## src/rtl/piso_shift_reg.sv

```systemverilog
// ============================================================================
// Module   : piso_shift_reg
// Brief    : Parallel-in serial-out shift register with valid/ready load and
//            gapless back-to-back streaming on a shared shift strobe.
// Revision : 1.0
// ============================================================================
`default_nettype none

module piso_shift_reg #(
    parameter int   N          = 8,
    parameter bit   MSB_FIRST  = 1'b1,
    parameter logic IDLE_LEVEL = 1'b0
) (
    input  logic         clk,
    input  logic         rst,
    input  logic         ena,
    input  logic [N-1:0] in_data,
    input  logic         in_valid,
    output logic         in_ready,
    output logic         out,
    output logic         out_valid,
    output logic         busy,
    output logic         done
);

    localparam int            c_CW   = (N > 1) ? $clog2(N) : 1;
    localparam logic [c_CW-1:0] c_LAST = c_CW'(N - 1);

    typedef enum logic [0:0] {
        S_IDLE  = 1'b0,
        S_SHIFT = 1'b1
    } state_t;

    state_t           r_state, w_state_nxt;
    logic [N-1:0]     r_sreg,  w_sreg_nxt;
    logic [c_CW-1:0]  r_cnt,   w_cnt_nxt;
    logic             r_done,  w_done_nxt;
    logic             w_last;

    // Final enabled bit of the current word; the next word may load here.
    assign w_last = (r_state == S_SHIFT) && ena && (r_cnt == c_LAST);

    always_ff @(posedge clk or negedge rst) begin
        if (!rst) begin
            r_state <= S_IDLE;
            r_sreg  <= '0;
            r_cnt   <= '0;
            r_done  <= 1'b0;
        end else begin
            r_state <= w_state_nxt;
            r_sreg  <= w_sreg_nxt;
            r_cnt   <= w_cnt_nxt;
            r_done  <= w_done_nxt;
        end
    end

    always_comb begin
        w_state_nxt = r_state;
        w_sreg_nxt  = r_sreg;
        w_cnt_nxt   = r_cnt;
        w_done_nxt  = 1'b0;
        case (r_state)
            S_IDLE: begin
                if (in_valid) begin
                    w_sreg_nxt  = in_data;
                    w_cnt_nxt   = '0;
                    w_state_nxt = S_SHIFT;
                end
            end
            S_SHIFT: begin
                if (ena) begin
                    if (r_cnt == c_LAST) begin
                        w_done_nxt = 1'b1;
                        if (in_valid) begin
                            w_sreg_nxt = in_data;
                            w_cnt_nxt  = '0;
                        end else begin
                            w_state_nxt = S_IDLE;
                        end
                    end else begin
                        w_sreg_nxt = MSB_FIRST ? (r_sreg << 1) : (r_sreg >> 1);
                        w_cnt_nxt  = r_cnt + c_CW'(1);
                    end
                end
            end
            default: w_state_nxt = S_IDLE;
        endcase
    end

    assign in_ready  = (r_state == S_IDLE) || w_last;
    assign busy      = (r_state == S_SHIFT);
    assign out_valid = (r_state == S_SHIFT);
    assign out       = (r_state == S_SHIFT) ? (MSB_FIRST ? r_sreg[N-1] : r_sreg[0])
                                            : IDLE_LEVEL;
    assign done      = r_done;

endmodule

`default_nettype wire

```

## config.mk

```make
export PLATFORM = sky130hd
export DESIGN_NAME = piso_shift_reg
export DESIGN_NICKNAME = d
export VERILOG_FILES = /design/src/rtl/piso_shift_reg.sv
export SDC_FILE = /design/constraint.sdc
export NUM_CORES = 1
export LEC_CHECK = 0
export ABC_CLOCK_PERIOD_IN_PS = 1950
export CORE_MARGIN = 3
export CORE_UTILIZATION = 49
export DETAILED_ROUTE_END_ITERATION = 7
export DONT_BUFFER_PORTS = 1
export PLACE_DENSITY = 0.62
export SLEW_MARGIN = 20
export SYNTH_ARGS = -nofsm -noshare
export SYNTH_HDL_FRONTEND = slang
export SYNTH_SLANG_ARGS = --single-unit
export TNS_END_PERCENT = 1
```

## constraint.sdc

```tcl
create_clock -name clk -period 1.95 [get_ports clk]
set_input_delay 0.39 -clock clk [delete_from_list [all_inputs] [get_ports clk]]
set_output_delay 0.39 -clock clk [all_outputs]
set_load 0.02 [all_outputs]
```

-- Yosys cells after proc, flatten, opt, wreduce, memory -nomap -nowiden
Index checks and enable logic that the tools add are counted.
- register bits after elaboration: 13
- input port bits: 12
- output and inout port bits: 5
- $add $sub $neg: 1
- equality and inequality tests: 2
- muxes and demuxes: 16
- bitwise operators: 1
- reduce and logical (&&, ||, !) cells: 3
- operators with widths (operator ; count):
    8-bit two-way mux ; 3
    8-bit case mux with 2 select lines ; 1
    3-bit two-way mux ; 3
    1-bit two-way mux ; 7
    3-bit case mux with 2 select lines ; 1
    3-bit by 1-bit adder with 3-bit output, second input constant ; 1
    3-bit equality test, second input constant ; 1
    1-bit logical AND ; 2
    2-bit != test, second input constant ; 1
    1-bit case mux with 2 select lines ; 1
    1-bit logical OR ; 1
    1-bit NOT ; 1

-- Logic depth before layout (Yosys ltp)
- depth in word-level cells: 4
- mapped depth: 6

-- Least setup slack after synthesis
No wires, ideal clock.
- path type: flip-flop to output port
- start: register r_cnt[0]
- end: output in_ready
- arrival: 1201 ps
- data required time: 1560 ps
- path slack: 359 ps
- cell stages (with the launch flop): 5
- buffers on the path: 0
- path through: dfrtp_1 -> ha_1 -> ha_1 -> inv_1 -> o21ai_0
- longest elaborated chain between the ends: 3
- RTL lines (element ; RTL line ; text):
    start: declaration ; 36 ; logic [c_CW-1:0] r_cnt, w_cnt_nxt;
    start signal: assignment ; 52 ; r_cnt <= w_cnt_nxt;
    3-bit equality test ; 41 ; assign w_last = (r_state == S_SHIFT) && ena && (r_cnt == c_LAST);
    1-bit logical AND ; 41 ;
    1-bit logical OR ; 90 ; assign in_ready = (r_state == S_IDLE) || w_last;
    end: declaration ; 19 ; output logic in_ready,
No other way between the ends.

-- Worst setup path after layout
Ends and elaborated chain as after synthesis.

==> results <==
-- cell families after synthesis --
family,after synthesis,share of synthesized area [%]
and+or+nand+nor,15,10.2
AOI/OAI and AO/OA,17,28.0
buffers and inverters,19,12.3
adders and majority gates,3,5.12
DFF,13,44.4
-- worst max-delay path, delay by kind of cell, from the launching register on --
family | cells | cell delay [ns]
buf+inv | 2 | 0.24
fa+ha+maj | 2 | 0.42
compound gates | 1 | 0.08
flops | 1 | 0.40
-- through the flow --
stage / hold WS, ns / instance area (sq um) / power (mW) / std cells
CTS: 0.214 / 773 / 0.952 / 86
floorplan: 0.0944 / 733 / 0.719 / 67
detailed placement: 0.0948 / 737 / 0.769 / 81
finish: 0.227 / 776 / 0.935 / 86
global route: 0.207 / 776 / 1.02 / 86
global placement: 0.0947 / 737 / 0.760 / 81
-- synthesized netlist by cell type (2+ instances only) --
| cell | count | area, sq um |
|---|---|---|
| nor2b_1 | 3 | 18.8 |
| a221oi_2 | 7 | 105 |
| nor2_1 | 8 | 30.0 |
| buf_6 | 2 | 22.5 |
| inv_1 | 16 | 60.1 |
| a22o_1 | 5 | 43.8 |
| dfrtp_1 | 13 | 325 |
| ha_1 | 3 | 37.5 |
-- power by group through the flow --
| stage | clock network (mW) | registers (mW) | logic [mW] |
|---|---|---|---|
| finish | 0.167 | 0.425 | 0.343 |
| global route | 0.187 | 0.439 | 0.389 |
| CTS | 0.180 | 0.425 | 0.347 |
| detailed placement | 0 | 0.432 | 0.337 |
| global placement | 0 | 0.428 | 0.331 |
| floorplan | 0 | 0.421 | 0.298 |
-- cell type report --
type	instances	area (sq um)
timing repair buffer	3	25.0
clock buffer	4	26.3
tap	15	18.8
inverter	16	60.1
multi-input combinational	35	320
sequential	13	325
fill	127	574
-- per-layer routing --
metal	up-vias	global-route usage, %	wire length, um
li1	234	-	-
met1	231	17.7	597
met2	14	23.5	533
met3	2	4.47	45
met4	0	9.04	22
met5	-	0	0
-- registers in the layout, summed over array words and instances (netlist names) --
| signal | count |
|---|---|
| done | 1 |
| r_sreg | 8 |
| r_cnt | 3 |
| busy | 1 |
-- worst paths after layout --
kind,from,endpoint,slack [ns],cells past startpoint
max reg2reg,r_cnt[0]$_DFFE_PN0P_,r_sreg[1]$_DFFE_PN0P_,0.37,5
max in group asynchronous,rst,r_cnt[2]$_DFFE_PN0P_,1.01,1
min reg2reg,r_sreg[0]$_DFFE_PN0P_,r_sreg[0]$_DFFE_PN0P_,0.51,1
max,r_cnt[0]$_DFFE_PN0P_,in_ready,0.15,5
min,in_valid,busy$_DFF_PN0_,0.23,1
min in group asynchronous,rst,r_sreg[6]$_DFFE_PN0P_,0.55,1
-- repair_timing --
action                                  4_1_cts  5_1_grt
buffers inserted                              0        0
hold endpoints to repair                     13        0
resized for setup                             0        1
endpoints found under the setup margin        0        8
hold buffers                                  1        0
==> impl_metrics.py <==
metrics = {
    "setup_path": {
        "critPathCaptureType": "output pin",
        "worstPathRequired_ns": 1.56,
        "cp_cell_sequence": "ha_1 > ha_1 > inv_1 > o21ai_0 > buf_4",
        "crit_type": "flop to output pin",
        "critPathMaxStageDelay_ns": 0.40,
        "path_common_cell": "ha_1",
        "worstSetupStartpointType": "flop",
        "path_max_fanout": 3,
        "slowest_stage": "dfrtp_1",
        "worstPathArrival_ns": 1.41,
    },
    "finish": {
        "final_util_pct": 57.5,
        "mostFrequentLayoutCells": "16 x inv_1, 13 x dfrtp_1, 8 x nor2_1",
        "layout_commonest_cell": "inv_1",
        "synthToLayoutAreaGrowth_pct": 5.80,
        "layout.nets": 87,
        "diodes": 0,
        "drive_gt1_share_pct": 21.1,
    },
    "drt": {
        "routed_via_density": 5.59,
        "dr.pass1.iters": 3,
        "vias": 481,
        "wl_mm": 1.20,
        "postRouteAntennaNets": 0,
        "remaining_drc_errors": 0,
        "drt_iter0_markers": 3,
        "wl_per_cell_um": 13.9,
    },
    "cts": {
        "cts.htree.levels": 1,
        "clk_path_buf_depth": 2,
        "root_buffer": "clkbuf_4",
        "cts.sinks": 13,
        "clkSlewWorstSetupHoldPaths_ns": 0.08,
        "cts_made_buffers": 3,
        "clkLatencyLatePin_ns": 0.28,
        "cts_tree": "built",
    },
    "sta": {
        "rsz0062_at_grt": "false",
        "fin_ws_ns": 0.153,
        "min_period_ns": 1.80,
        "hold_viol_final": 0,
        "tns_ns": 0,
        "timing.final.crit_share_pct": 92.2,
        "drv_slew": 0,
        "tightest_slew_ns": 0.593,
        "fmaxAchievable_mhz": 556,
        "slew_headroom_pct": 60.3,
        "setup_viol": 0,
        "finClkSkew_ns": 0.000800,
    },
    "global_routing": {
        "grt_pass1_vias": 504,
        "grt_usage_pct": 14.9,
        "grt.overflow.total": 0,
        "antenna_found_initial": 0,
        "grt_pass1_wl_mm": 2.08,
        "grt_max_degree": 14,
    },
    "power": {
        "p_clk_share_pct": 17.9,
        "ir_drop_uv": 602,
        "p_int_mw": 0.610,
        "comb_power_share_pct": 36.7,
        "power_switching_mw": 0.325,
        "p_per_area_nw_per_um2": 1210,
        "switching_share_pct": 34.7,
        "power.leakage_nw": 0.399,
        "seqPwrFrac_pct": 45.4,
    },
    "synthesis": {
        "synth_edf_count": 0,
        "async_flop_share_pct": 100,
        "synthCells": 67,
        "synth_cell_type_count": 18,
        "ys_seq_area_share_pct": 44.4,
        "syn_nets": 82,
        "ys_warn_count": 0,
        "avgSynthCellArea_sq_um": 10.9,
        "syn_area_sq_um": 733,
        "ys_ff_latch": 13,
        "ys.flop_type": "dfrtp_1",
    },
    "placed_design": {
        "portBuffers": 0,
        "place.gp.congestion": 0.696,
        "place_worst_setup_slack_ns": 0.116,
        "dpl.hpwl_um": 855,
    },
    "floorplan": {
        "pin_count": 17,
        "die-area_sq_um": 2000,
        "fp-row-count": 13,
        "die_y_um": 44.7,
        "core_area_sq_um": 1350,
        "start_util_pct": 54.3,
        "die_w_um": 44.7,
    },
    "run": {
        "maxCapViolations": 0,
    },
    "min_path": {
        "min_path_type": "input port to flop",
    },
    "status": {
        "status": "finished clean",
    },
}
Power figures use the tool's default switching activity.
